--- src/rtl/can_resp_pkg.sv ---
// Shared types and helpers for the CAN sequence responder: FSM states,
// received-frame field layout and a saturating counter increment.
package can_resp_pkg;

  typedef enum logic [1:0] {ST_IDLE, ST_START, ST_WAIT, ST_BACKOFF} tx_state_t;

  localparam int FRAME_W  = 80;
  localparam int ID_LSB   = 68;
  localparam int ID_W     = 11;
  localparam int DLC_LSB  = 64;
  localparam int DLC_W    = 4;
  localparam int DATA_LSB = 0;
  localparam int DATA_W   = 64;

  localparam logic [7:0] RSP_TRAILER = 8'hA5;

  function automatic logic [15:0] sat_inc(input logic [15:0] v);
    return (v == 16'hFFFF) ? v : v + 16'd1;
  endfunction

endpackage

--- src/rtl/can_seq_responder_if.sv ---
// Receive strobe and transmit request/handshake bundle between the responder
// and the CAN controller.
interface can_seq_responder_if;
  import can_resp_pkg::*;

  logic [FRAME_W-1:0] rx_data;
  logic               rx_dvalid;
  logic [ID_W-1:0]    tx_id;
  logic [DATA_W-1:0]  tx_data;
  logic               tx_start_strobe;
  logic               tx_succeed;
  logic               tx_failed;

  modport slave  (input  rx_data, rx_dvalid, tx_succeed, tx_failed,
                  output tx_id, tx_data, tx_start_strobe);
  modport master (output rx_data, rx_dvalid, tx_succeed, tx_failed,
                  input  tx_id, tx_data, tx_start_strobe);
endinterface

--- src/rtl/can_resp_tx_ctrl.sv ---
// Response transmit sequencer: pulls the pending payload, strobes the CAN
// controller and retries failed frames after a fixed backoff.
module can_resp_tx_ctrl
  import can_resp_pkg::*;
#(
  parameter int MAX_RETRY = 3,
  parameter int RETRY_GAP = 1000
) (
  input  logic              clk_i,
  input  logic              rst_i,
  input  logic              pending,
  input  logic [DATA_W-1:0] pend_data,
  output logic              take,
  output logic              give_up,
  input  logic              tx_succeed,
  input  logic              tx_failed,
  output logic [DATA_W-1:0] tx_data,
  output logic              tx_start_strobe
);

  localparam int RW = (MAX_RETRY > 0) ? $clog2(MAX_RETRY + 1) : 1;
  localparam int GW = (RETRY_GAP > 1) ? $clog2(RETRY_GAP + 1) : 1;

  tx_state_t     state;
  logic [RW-1:0] retry;
  logic [GW-1:0] gap;
  logic          last_try;

  assign last_try = (retry == RW'(MAX_RETRY));
  assign take     = (state == ST_IDLE) && pending;
  // Simultaneous succeed/fail is a success, so it never exhausts retries.
  assign give_up  = (state == ST_WAIT) && tx_failed && !tx_succeed && last_try;

  always_ff @(posedge clk_i) begin
    if (rst_i) begin
      state           <= ST_IDLE;
      retry           <= '0;
      gap             <= '0;
      tx_data         <= '0;
      tx_start_strobe <= 1'b0;
    end else begin
      tx_start_strobe <= 1'b0;
      case (state)
        ST_IDLE: if (pending) begin
          tx_data         <= pend_data;
          retry           <= '0;
          tx_start_strobe <= 1'b1;
          state           <= ST_START;
        end
        ST_START: state <= ST_WAIT;
        ST_WAIT: begin
          if (tx_succeed) begin
            state <= ST_IDLE;
          end else if (tx_failed) begin
            if (last_try) begin
              state <= ST_IDLE;
            end else begin
              retry <= retry + RW'(1);
              gap   <= '0;
              state <= ST_BACKOFF;
            end
          end
        end
        ST_BACKOFF: begin
          if (gap == GW'(RETRY_GAP - 1)) begin
            tx_start_strobe <= 1'b1;
            state           <= ST_START;
          end else begin
            gap <= gap + GW'(1);
          end
        end
        default: state <= ST_IDLE;
      endcase
    end
  end

endmodule

--- src/rtl/can_seq_responder.sv ---
// Far-end checker for the periodic CAN count frame: validates format and
// sequence, keeps error counters and a link watchdog, and answers each frame.
module can_seq_responder
  import can_resp_pkg::*;
#(
  parameter logic [ID_W-1:0] MATCH_ID       = 11'h352,
  parameter logic [ID_W-1:0] RESP_ID        = 11'h353,
  parameter int              MAX_RETRY      = 3,
  parameter int              RETRY_GAP      = 1000,
  parameter int              TIMEOUT_CYCLES = 100_000_000
) (
  input  logic                clk_i,
  input  logic                rst_i,
  can_seq_responder_if.slave  bus,
  output logic [15:0]         seq_ok_cnt,
  output logic [15:0]         seq_err_cnt,
  output logic [15:0]         fmt_err_cnt,
  output logic [15:0]         rsp_drop_cnt,
  output logic [7:0]          last_seq,
  output logic                link_alive
);

  localparam int WDW = (TIMEOUT_CYCLES > 2) ? $clog2(TIMEOUT_CYCLES) : 1;

  logic [ID_W-1:0]   id;
  logic [DLC_W-1:0]  dlc;
  logic [DATA_W-1:0] data;
  logic [7:0]        byte0;
  logic              same, match, good, bad_fmt, in_seq;
  logic [15:0]       ok_nxt, err_nxt, drop_one, drop_nxt;
  logic [DATA_W-1:0] rsp, pend_data;
  logic              have_seq, pending, take, give_up, overwrite;
  logic [WDW-1:0]    wd;
  // Bit 79 is reserved in the frame format and deliberately ignored.
  logic              unused_rsvd;

  assign id          = bus.rx_data[ID_LSB +: ID_W];
  assign dlc         = bus.rx_data[DLC_LSB +: DLC_W];
  assign data        = bus.rx_data[DATA_LSB +: DATA_W];
  assign byte0       = data[7:0];
  assign unused_rsvd = bus.rx_data[FRAME_W-1];
  assign bus.tx_id   = RESP_ID;

  always_comb begin
    same = 1'b1;
    for (int i = 1; i < 8; i++)
      if (data[8*i +: 8] != byte0) same = 1'b0;
  end

  assign match     = bus.rx_dvalid && (id == MATCH_ID);
  assign good      = match && (dlc == 4'd8) && same;
  assign bad_fmt   = match && !good;
  assign in_seq    = !have_seq || (byte0 == last_seq + 8'd1);
  assign ok_nxt    = (good && in_seq)  ? sat_inc(seq_ok_cnt)  : seq_ok_cnt;
  assign err_nxt   = (good && !in_seq) ? sat_inc(seq_err_cnt) : seq_err_cnt;
  assign rsp       = {byte0, ~byte0, ok_nxt, err_nxt, fmt_err_cnt[7:0], RSP_TRAILER};
  assign overwrite = good && pending && !take;
  assign drop_one  = (overwrite || give_up) ? sat_inc(rsp_drop_cnt) : rsp_drop_cnt;
  assign drop_nxt  = (overwrite && give_up) ? sat_inc(drop_one) : drop_one;

  always_ff @(posedge clk_i) begin
    if (rst_i) begin
      seq_ok_cnt   <= '0;
      seq_err_cnt  <= '0;
      fmt_err_cnt  <= '0;
      rsp_drop_cnt <= '0;
      last_seq     <= '0;
      link_alive   <= 1'b0;
      have_seq     <= 1'b0;
      pending      <= 1'b0;
      pend_data    <= '0;
      wd           <= '0;
    end else begin
      seq_ok_cnt   <= ok_nxt;
      seq_err_cnt  <= err_nxt;
      rsp_drop_cnt <= drop_nxt;
      if (bad_fmt) fmt_err_cnt <= sat_inc(fmt_err_cnt);

      if (good) begin
        pending   <= 1'b1;
        pend_data <= rsp;
      end else if (take) begin
        pending <= 1'b0;
      end

      // A good frame in the expiry cycle keeps the link alive.
      if (good) begin
        last_seq   <= byte0;
        have_seq   <= 1'b1;
        link_alive <= 1'b1;
        wd         <= '0;
      end else if (link_alive) begin
        if (wd == WDW'(TIMEOUT_CYCLES - 1)) begin
          link_alive <= 1'b0;
          have_seq   <= 1'b0;
          wd         <= '0;
        end else begin
          wd <= wd + WDW'(1);
        end
      end
    end
  end

  can_resp_tx_ctrl #(
    .MAX_RETRY (MAX_RETRY),
    .RETRY_GAP (RETRY_GAP)
  ) u_tx_ctrl (
    .clk_i           (clk_i),
    .rst_i           (rst_i),
    .pending         (pending),
    .pend_data       (pend_data),
    .take            (take),
    .give_up         (give_up),
    .tx_succeed      (bus.tx_succeed),
    .tx_failed       (bus.tx_failed),
    .tx_data         (bus.tx_data),
    .tx_start_strobe (bus.tx_start_strobe)
  );

endmodule

--- src/flat_wrapper.sv ---
// flat-port wrapper written by rule: the top's interface ports become plain ports
module can_seq_responder_flat import can_resp_pkg::*;
#(
  parameter logic [ID_W-1:0] MATCH_ID       = 11'h352,
  parameter logic [ID_W-1:0] RESP_ID        = 11'h353,
  parameter int              MAX_RETRY      = 3,
  parameter int              RETRY_GAP      = 1000,
  parameter int              TIMEOUT_CYCLES = 100_000_000
)
  (clk_i, rst_i, seq_ok_cnt, seq_err_cnt, fmt_err_cnt, rsp_drop_cnt, last_seq, link_alive, bus_rx_data, bus_rx_dvalid, bus_tx_succeed, bus_tx_failed, bus_tx_id, bus_tx_data, bus_tx_start_strobe);
  can_seq_responder_if bus_i ();
  input  logic clk_i;
  input  logic rst_i;
  output logic [15:0] seq_ok_cnt;
  output logic [15:0] seq_err_cnt;
  output logic [15:0] fmt_err_cnt;
  output logic [15:0] rsp_drop_cnt;
  output logic [7:0] last_seq;
  output logic link_alive;
  input wire logic [$bits(bus_i.rx_data)-1:0] bus_rx_data;
  input wire logic [$bits(bus_i.rx_dvalid)-1:0] bus_rx_dvalid;
  input wire logic [$bits(bus_i.tx_succeed)-1:0] bus_tx_succeed;
  input wire logic [$bits(bus_i.tx_failed)-1:0] bus_tx_failed;
  output wire logic [$bits(bus_i.tx_id)-1:0] bus_tx_id;
  output wire logic [$bits(bus_i.tx_data)-1:0] bus_tx_data;
  output wire logic [$bits(bus_i.tx_start_strobe)-1:0] bus_tx_start_strobe;
  assign bus_i.rx_data = bus_rx_data;
  assign bus_i.rx_dvalid = bus_rx_dvalid;
  assign bus_i.tx_succeed = bus_tx_succeed;
  assign bus_i.tx_failed = bus_tx_failed;
  assign bus_tx_id = bus_i.tx_id;
  assign bus_tx_data = bus_i.tx_data;
  assign bus_tx_start_strobe = bus_i.tx_start_strobe;
  can_seq_responder #(.MATCH_ID(MATCH_ID), .RESP_ID(RESP_ID), .MAX_RETRY(MAX_RETRY), .RETRY_GAP(RETRY_GAP), .TIMEOUT_CYCLES(TIMEOUT_CYCLES)) u_core (.clk_i(clk_i), .rst_i(rst_i), .bus(bus_i), .seq_ok_cnt(seq_ok_cnt), .seq_err_cnt(seq_err_cnt), .fmt_err_cnt(fmt_err_cnt), .rsp_drop_cnt(rsp_drop_cnt), .last_seq(last_seq), .link_alive(link_alive));
endmodule
--- config.mk ---
export PLATFORM = sky130hd
export DESIGN_NAME = can_seq_responder_flat
export DESIGN_NICKNAME = d
export VERILOG_FILES = /design/src/rtl/can_resp_pkg.sv /design/src/rtl/can_seq_responder_if.sv /design/src/rtl/can_resp_tx_ctrl.sv /design/src/rtl/can_seq_responder.sv /design/src/flat_wrapper.sv
export SDC_FILE = /design/constraint.sdc
export NUM_CORES = 1
export LEC_CHECK = 0
export BUFFER_PORTS_ARGS = -buffer_cell sky130_fd_sc_hd__buf_2
export CAP_MARGIN = 20
export CELL_PAD_IN_SITES_DETAIL_PLACEMENT = 1
export CELL_PAD_IN_SITES_GLOBAL_PLACEMENT = 1
export CORE_UTILIZATION = 36
export DETAILED_ROUTE_END_ITERATION = 8
export GPL_ROUTABILITY_DRIVEN = 0
export PLACE_DENSITY = 0.84
export RECOVER_POWER = 50
export REMOVE_ABC_BUFFERS = 1
export SKIP_LAST_GASP = 1
export SYNTH_ARGS = -nofsm -noshare
export SYNTH_HDL_FRONTEND = slang
export SYNTH_SLANG_ARGS = --single-unit
--- constraint.sdc ---
create_clock -name clk_i -period 4.21 [get_ports clk_i]
set_input_delay 0.842 -clock clk_i [delete_from_list [all_inputs] [get_ports clk_i]]
set_output_delay 0.842 -clock clk_i [all_outputs]
set_load 0.03 [all_outputs]
# After elaboration in Yosys (flattened, before gate mapping)
# Index checks and enable logic that the tools add are counted.
# Widths: inputs -> output; s select.
[totals]
reg_bits = 237
inputBits = 85
output_inout_bits = 149
wordCells = 130
[classes]
add_sub_neg = 9
n_eq_ne = 28
n_mux = 43
bitwise_logic = 2
n_reduce_logical = 33
[op_table]
columns = ["cell", "n"]
rows = [
  ["$mux 16", 8],
  ["$add 16x1->16 const B", 5],
  ["$eq 16x16->1 const B", 5],
  ["$ne 8x8->1", 7],
  ["$mux 10", 4],
  ["$add 27x1->27 const B", 1],
  ["$eq 27x27->1 const B", 1],
  ["$mux 27", 1],
  ["$pmux 10 s2", 1],
  ["$mux 2", 9],
  ["$mux 1", 17],
  ["$logic_and 1x1->1", 13],
  ["$eq 11x10->1 const B", 1],
  ["$add 10x1->10 const B", 1],
  ["$eq 10x10->1 const B", 1],
  ["$ne 2x2->1 const B", 5],
  ["$reduce_and 5->1", 2],
  ["$reduce_bool 2->1", 5],
  ["$add 8x1->8 const B", 1],
  ["$eq 8x8->1", 1],
  ["$not 8->8", 1],
  ["$pmux 2 s4", 1],
  ["$eq 2x2->1 const B", 3],
  ["$reduce_and 2->1", 3],
  ["other kinds (13)", 18],
]

# Longest topological paths before layout
# Gate-level depths: netlist (run 1).
[logic_depth]
word_depth = 16
ltp_mapped = 14
depth_no_buf = 11

# Hierarchy
# Synthesis (run 1) repeated with hierarchy kept, for this count alone.
[unflattened]
cells_unflattened = 1337
hier_area_um2 = 10890.4
[by_module_without_submodules]
columns = ["module", "instances", "cells_each", "area_each_um2", "seq_area_each_um2"]
rows = [
  ["can_seq_responder", 1, 948, 7818.7, 3022.9],
  ["can_resp_tx_ctrl", 1, 389, 3071.7, 1581.5],
]

# Worst setup path after synthesis (run 1)
# OpenSTA, ideal clock, no wires.
[synth_timing]
path_kind = "in2reg"
start = "input bus_rx_data[1]"
end = "register u_core.rsp_drop_cnt[14]"
setup_time_ns = 0.121
arrival_ns = 3.858
required_time_ns = 4.089
path_slack_ns = 0.230
path_stages = 11
path_buffers = 1
cell_sequence = "buf_6 > or4_4 > a211oi_2 > and4_1 > nand4b_4 > a21oi_4 > mux2_2 > nor2_2 > nand3_2 > or3_1 > mux2_4"
[synth_between]
elab_chain_cells = 16
word_cells_on_any_way = 24
classes_between = "add/sub: 1; eq/ne: 8; mux: 10; reduce/logical: 5"
[synth_lines]
columns = ["item", "line_no", "source"]
rows = [
  ["from (decl)", "flat_wrapper.sv:20", "input wire logic [$bits(bus_i.rx_data)-1:0] bus_rx_data;"],
  ["$ne 8x8->1", "can_seq_responder.sv:47", "if (data[8*i +: 8] != byte0) same = 1'b0;"],
  ["$mux 1 (6 in a row)", "can_seq_responder.sv:47", ""],
  ["$mux 1 *", "can_seq_responder.sv:47", ""],
  ["$logic_and 1x1->1 *", "can_seq_responder.sv:51", "assign good = match && (dlc == 4'd8) && same;"],
  ["$logic_and 1x1->1 * (2 in a row)", "can_seq_responder.sv:57", "assign overwrite = good && pending && !take;"],
  ["$logic_or 1x1->1", "can_seq_responder.sv:58", "assign drop_one = (overwrite || give_up) ? sat_inc(rsp_drop_cnt) : rsp_drop_cnt;"],
  ["$mux 16", "can_seq_responder.sv:58", ""],
  ["$add 16x1->16 or $eq 16x16->1 (tied branches)", "can_resp_pkg.sv:18", "return (v == 16'hFFFF) ? v : v + 16'd1;"],
  ["$mux 16", "can_resp_pkg.sv:18", ""],
  ["$mux 16 *", "can_seq_responder.sv:59", "assign drop_nxt = (overwrite && give_up) ? sat_inc(drop_one) : drop_one;"],
  ["to (signal assigned)", "can_seq_responder.sv:76", "rsp_drop_cnt <= drop_nxt;"],
  ["to (decl)", "can_seq_responder.sv:18", "output logic [15:0] rsp_drop_cnt,"],
]
# Mark *: on every way between the ends. The rest lies on a longest branch, timed or not.
# A chain may end at the register's enable or synchronous reset.

# Worst setup path after layout (run 1)
# Ends and elaborated chain as after synthesis.

==> results of run 1 <==
## worst min-delay path by stage
stage                                      start                           end  slack [ns]  cells after the start
global route        u_core.u_tx_ctrl.tx_data[31]  u_core.u_tx_ctrl.tx_data[31]        0.47                      2
global placement            u_core.pend_data[10]  u_core.u_tx_ctrl.tx_data[10]        0.44                      2
CTS                 u_core.u_tx_ctrl.tx_data[28]  u_core.u_tx_ctrl.tx_data[28]        0.45                      2
floorplan                   u_core.pend_data[10]          u_core.pend_data[10]        0.43                      2
finish                       u_core.pend_data[7]   u_core.u_tx_ctrl.tx_data[7]        0.45                      2
detailed placement  u_core.u_tx_ctrl.tx_data[28]  u_core.u_tx_ctrl.tx_data[28]        0.44                      2
## final cells by class
type	count	share of cell area
multi-input cells	990	0.440
flip-flops and latches	223	0.344
repair buffers	261	0.0980
clock buffers	35	0.0590
well taps	384	0.0370
clock inverters	13	0.0171
inverters	16	0.00462
diodes	2	0.000385
## sequential cells by signal (all words and copies together) (netlist names), 2 cells and up
register and count:
u_core.u_tx_ctrl.retry 2, u_core.wd 27, u_core.rsp_drop_cnt 16, u_core.fmt_err_cnt 16, u_core.u_tx_ctrl.state 2, u_core.seq_ok_cnt 16
u_core.u_tx_ctrl.gap 10, u_core.u_tx_ctrl.tx_data 57, u_core.pend_data 50, u_core.last_seq 7, u_core.seq_err_cnt 16
## worst max-delay path: cells and delay by family
kind	cells	cell delay (ns)
AOI/OAI and AO/OA	3	0.85
buffers and inverters	1	0.12
muxes	1	0.30
and+or+nand+nor	6	1.95
## power by group through the flow
stage	Clock (W)	Combinational (W)	Sequential (W)
global route	0.00268	0.000200	0.00211
finish	0.00254	0.000185	0.00211
global placement	0	0.000177	0.00216
detailed placement	0	0.000183	0.00216
CTS	0.00260	0.000185	0.00211
floorplan	0	0.0000671	0.00216
## through the flow
stage | setup TNS [ns] | util | hold slack (ns) | instance area, sq um | cells
global placement | 0 | 0.419 | 0.439 | 12200 | 1873
detailed placement | 0 | 0.419 | 0.443 | 12200 | 1873
global route | 0 | 0.448 | 0.470 | 13000 | 1924
floorplan | -395.89 | - | 0.426 | 10200 | 1229
CTS | 0 | 0.453 | 0.452 | 13100 | 1921
finish | 0 | 0.448 | 0.452 | 13000 | 1924
## logic make-up after synthesis
family	after synthesis	synth area share
xor+xnor	102	0.0833
flops	223	0.416
compound gates	215	0.129
mux	17	0.0168
simple gates	629	0.283
other cells	2	0.000701
buf+inv	119	0.0563
fa+ha+maj	12	0.0140
## cell usage in the layout (no fill, tap or decap), types with 11 or more instances in the layout
master and instances:
nand2_1 229, dfxtp_1 223, nor2_1 158, clkbuf_1 135
a21oi_1 102, buf_2 84, nand3_1 54, xor2_1 54
xnor2_1 48, buf_4 41, a211oi_1 32, nand4_1 31
nor3_1 27, clkbuf_16 27, and3_1 25, o21ai_0 20
inv_1 16, or3_1 15, conb_1 15, nor4_1 13
and4_1 13, nor2b_1 12, mux2i_1 12, ha_1 12
o22a_1 11
## layer usage
metal  up-vias  part of all wire  global-route usage  routed length [um]
li1       4927                 -                   -                   -
met1      4883              0.43               0.259               14300
met2       213              0.49               0.379               16400
met3        57             0.048              0.0352                1570
met4         6             0.023              0.0601                 761
met5         -            0.0012                   0                  40
==> impl_metrics.env, run 1 <==
export IMPL_status="finished with violations"
export IMPL_violations="capacitance limit, slew limit"
export IMPL_synth_top_area_frac=0.416
export IMPL_reg2reg_to="u_core.rsp_drop_cnt[14]"
export IMPL_root_buffer="clkbuf_16"
export IMPL_ctsHoldBuffers=0
export IMPL_critPathCaptureType="flop"
export IMPL_drive_above_1_share=0.133
export IMPL_post_route_min_period_ns=3.66
export IMPL_cap_violations=1
export IMPL_htreeDepth=1
export IMPL_yosysMostFrequentCell="nand2_1"
export IMPL_critPathMaxStageDelay_ns=0.53
export IMPL_area_growth_pct=21.1
export IMPL_intPower_w=0.00382
export IMPL_worst_slack_ns=0.551
export IMPL_rows=62
export IMPL_syn_inst=1319
export IMPL_coreArea_sq_um=29000
export IMPL_post_place_ws_ns=0.0260
export IMPL_drt_iter0_markers=419
export IMPL_die_area_sq_um=30500
export IMPL_die_h_um=175
export IMPL_regToRegSetupSlack_ns=0.72
export IMPL_synth_cell_types=76
export IMPL_setup_violations_final=0
export IMPL_power_switching_w=0.00102
export IMPL_clkPwrFrac=0.525
export IMPL_async_reset_ff_frac=0
export IMPL_wl_per_cell_um=17.2
export IMPL_grt_use_total=0.211
export IMPL_endpoint="u_core.rsp_drop_cnt[14]"
export IMPL_port_buffers=217
export IMPL_cts_sinks=223
export IMPL_swShare=0.210
export IMPL_ir_drop_mv=0.314
export IMPL_required_ns=4.62
export IMPL_crit_path_top_delay_cell="or4_4"
export IMPL_clock_fmax_mhz=273
export IMPL_antenna_found_initial=5
export IMPL_grt_max_degree=77
export IMPL_worstPathArrival_ns=4.07
export IMPL_comb_power_share=0.038
export IMPL_cp_cell_sequence="buf_2 -> or4_4 -> a211oi_2 -> and4_1 -> nand4b_4 -> a2111oi_4 -> a211o_2 -> and3_1 -> nand3_2 -> or3_1 -> mux2_4"
export IMPL_share_seq_of_total_power=0.437
export IMPL_yosysSeqAreaShare=0.416
export IMPL_start_util=0.370
export IMPL_crit_fanout=8
export IMPL_fin_skew_ns=0.0226
export IMPL_dp_hpwl_um=24100
export IMPL_syn_cell_area_sq_um=10700
export IMPL_yosysTopAreaCell="dfxtp_1"
export IMPL_drtPass1Iterations=4
export IMPL_synth_edf_count=0
export IMPL_synth_ff_type="dfxtp_1"
export IMPL_worst_setup_path_start_kind="input pin"
export IMPL_worstMarginPinSlew_ns=1.50
export IMPL_via_per_inst=5.24
export IMPL_powerDensity_nw_per_um2=372
export IMPL_worst_r2r_path_depth=11
export IMPL_startpoint="bus_rx_data[1]"
export IMPL_fp_dieW_um=175
export IMPL_finalWirelength_um=33100
export IMPL_synth_common_cells="nand2_1 (229), dfxtp_1 (223), nor2_1 (158)"
export IMPL_yosysWarnings=0
export IMPL_grt_pass1_wl_um=52600
export IMPL_seq_area_sq_um=4460
export IMPL_post_cts_setup_buffers=0
export IMPL_power_leakage_nw=4.61
export IMPL_r2r_start="u_core.u_tx_ctrl.state[1]"
export IMPL_path_clk_slew_ns=0.06
export IMPL_path_class="input pin to flop"
export IMPL_relSlewSlack=-0.00286
export IMPL_vias=10100
export IMPL_hold_path_class="flop to flop"
export IMPL_grt_pass1_vias=10300
export IMPL_clk_latency_ns=0.52
export IMPL_drtAntennaViolNets=0
export IMPL_synthTopCellsByArea="dfxtp_1 (42%), nand2_1 (8.0%), nor2_1 (5.5%), a21oi_1 (4.8%), xor2_1 (4.4%)"
export IMPL_cts_path_max_buffers=3
export IMPL_post_cts_resized=0
export IMPL_multiInputGateArea_sq_um=5720
export IMPL_avgSynthCellArea_sq_um=8.13
export IMPL_n_fill_cell=3628
export IMPL_p_total_w=0.00483
export IMPL_fin_crit_sh=0.869
export IMPL_drc=0
export IMPL_io_pins=234
export IMPL_cts_buffers=26
export IMPL_overflow=0
export IMPL_tritoncts="done"
export IMPL_rsz0062_at_grt="no"
export IMPL_synth_seq_cells=223
export IMPL_fin_nets=1615
export IMPL_hold_viol=0
export IMPL_drv_slew=36
Power figures use the tool's default switching activity.
==> run 2, diff against run 1 <==
RECOVER_POWER = 100   (was 50)
==> impl_metrics.env, run 2 (synthesized netlist as in run 1, its figures left out) <==
export IMPL_worstMarginPinSlew_ns=1.51
export IMPL_crit_path_top_delay_cell="nor4_1"
export IMPL_path_clk_slew_ns=0.06
export IMPL_final_common_cell="nand2_1"
export IMPL_grt_pass1_wl_um=52600
export IMPL_drive_above_1_share=0.124
export IMPL_drc=0
export IMPL_die_area_sq_um=30500
export IMPL_wl_per_cell_um=17.1
export IMPL_crit_fanout=8
export IMPL_clock_fmax_mhz=263
export IMPL_cts_sinks=223
export IMPL_htreeDepth=1
export IMPL_hold_start="u_core.pend_data[47]"
export IMPL_worst_setup_path_start_kind="input pin"
export IMPL_tns_ns=0
export IMPL_rsz0062_at_grt="no"
export IMPL_dp_hpwl_um=24100
export IMPL_tritoncts="done"
export IMPL_post_route_min_period_ns=3.80
export IMPL_relSlewSlack=-0.00817
export IMPL_power_leakage_nw=4.57
export IMPL_io_pins=234
export IMPL_finalWirelength_um=33000
export IMPL_fin_skew_ns=0.0241
export IMPL_antenna_found_initial=5
export IMPL_cts_path_max_buffers=3
export IMPL_via_per_inst=5.25
export IMPL_r2r_start="u_core.u_tx_ctrl.state[1]"
export IMPL_top_regs="u_core.u_tx_ctrl.tx_data (57), u_core.pend_data (50), u_core.wd (27)"
export IMPL_path_class="input pin to flop"
export IMPL_ctsHoldBuffers=0
export IMPL_hold_path_class="flop to flop"
export IMPL_status="finished with violations"
export IMPL_post_cts_setup_buffers=0
export IMPL_root_buffer="clkbuf_16"
export IMPL_final_area_sq_um=12900
export IMPL_place_area_sq_um=12200
export IMPL_grt_max_degree=77
export IMPL_startpoint="bus_rx_data[0]"
export IMPL_n_fill_cell=3639
export IMPL_setup_violations_final=0
export IMPL_worstHoldPathCells=2
export IMPL_drv_slew=36
export IMPL_required_ns=4.62
export IMPL_grt_pass1_vias=10300
export IMPL_violations="capacitance limit, slew limit"
export IMPL_drtPass1Iterations=4
export IMPL_layout_common_cells="nand2_1 (229), dfxtp_1 (223), nor2_1 (158)"
export IMPL_cp_cell_sequence="buf_2 -> nor4_2 -> o22ai_1 -> nor4_1 -> nand4b_4 -> a2111oi_4 -> a211o_2 -> and3_1 -> nand3_1 -> or3_1 -> mux2_4"
export IMPL_grt_use_total=0.211
export IMPL_fin_crit_sh=0.902
export IMPL_largest_reg_flops=57
export IMPL_area_growth_pct=20.6
export IMPL_post_cts_resized=0
export IMPL_ir_drop_mv=0.314
export IMPL_drt_iter0_markers=392
export IMPL_drtAntennaViolNets=0
export IMPL_clk_latency_ns=0.53
export IMPL_start_util=0.370
export IMPL_critPathCaptureType="flop"
export IMPL_fin_nets=1615
export IMPL_overflow=0
export IMPL_vias=10100
export IMPL_largest_register="u_core.u_tx_ctrl.tx_data"
export IMPL_cts_buffers=26
export IMPL_fp_dieW_um=175
export IMPL_worst_r2r_path_depth=11
export IMPL_rows=62
export IMPL_hold_viol=0
export IMPL_coreArea_sq_um=29000
export IMPL_powerDensity_nw_per_um2=374
export IMPL_worstPathArrival_ns=4.21
export IMPL_critPathMaxStageDelay_ns=0.70
export IMPL_cap_violations=1
export IMPL_die_h_um=175
export IMPL_port_buffers=217
[run 2: changes by cell type in the layout (fill, tap and decap cells not counted), moves of 2 or more]
cell,before,now
clkbuf_1,135,146
buf_4,41,32
and2_0,0,2
and2_1,7,5
buf_2,84,82
nor4_1,13,15
nor4_2,4,2
[run 2: power by group]
| group | internal, W | switching [W] | total [W] |
|---|---|---|---|
| logic | 0.0000648 | 0.000118 | 0.000183 |
| clock network | 0.00164 | 0.000898 | 0.00254 |
| registers | 0.00211 | 0.00000122 | 0.00211 |
| total | 0.00382 | 0.00102 | 0.00483 |
[run 2: final cells by class]
cell class              instances  area, sq um  share of cell area
inverters                      16         60.1             0.00465
well taps                     384          480              0.0372
multi-input cells             990         5690               0.440
diodes                          2         5.00            0.000387
clock inverters                13          221              0.0171
clock buffers                  35          766              0.0592
flip-flops and latches        223         4460               0.345
repair buffers                261         1240              0.0956
[run 2: path summary, 6_finish.rpt]
check / end / slack, ns
setup reg to reg: u_core.rsp_drop_cnt[6] / 0.70
hold reg to reg: u_core.u_tx_ctrl.tx_data[47] / 0.45
setup / recovery: u_core.rsp_drop_cnt[14] / 0.41
hold / removal: u_core.u_tx_ctrl.tx_data[47] / 0.45
[run 2: through the flow]
stage | instances | setup slack [ns] | power, W | hold slack (ns) | utilization
CTS | 1921 | 0.537 | 0.00490 | 0.452 | 0.453
global route | 1924 | 0.190 | 0.00500 | 0.470 | 0.446
detailed placement | 1873 | 0.0260 | 0.00234 | 0.443 | 0.419
finish | 1924 | 0.412 | 0.00483 | 0.453 | 0.446
floorplan | 1229 | -5.43 | 0.00223 | 0.426 | -
global placement | 1873 | 0.109 | 0.00234 | 0.439 | 0.419
[run 2: worst max-delay path: cells and delay by family]
| family | cells | cell delay (ns) |
|---|---|---|
| compound gates | 3 | 0.75 |
| buf+inv | 1 | 0.14 |
| mux | 1 | 0.30 |
| simple gates | 6 | 2.18 |
[run 2: per-layer routing]
metal,share of wire,track usage
met3,0.048,0.0352
met2,0.50,0.379
met1,0.43,0.259
met5,0.0012,0
met4,0.022,0.0601
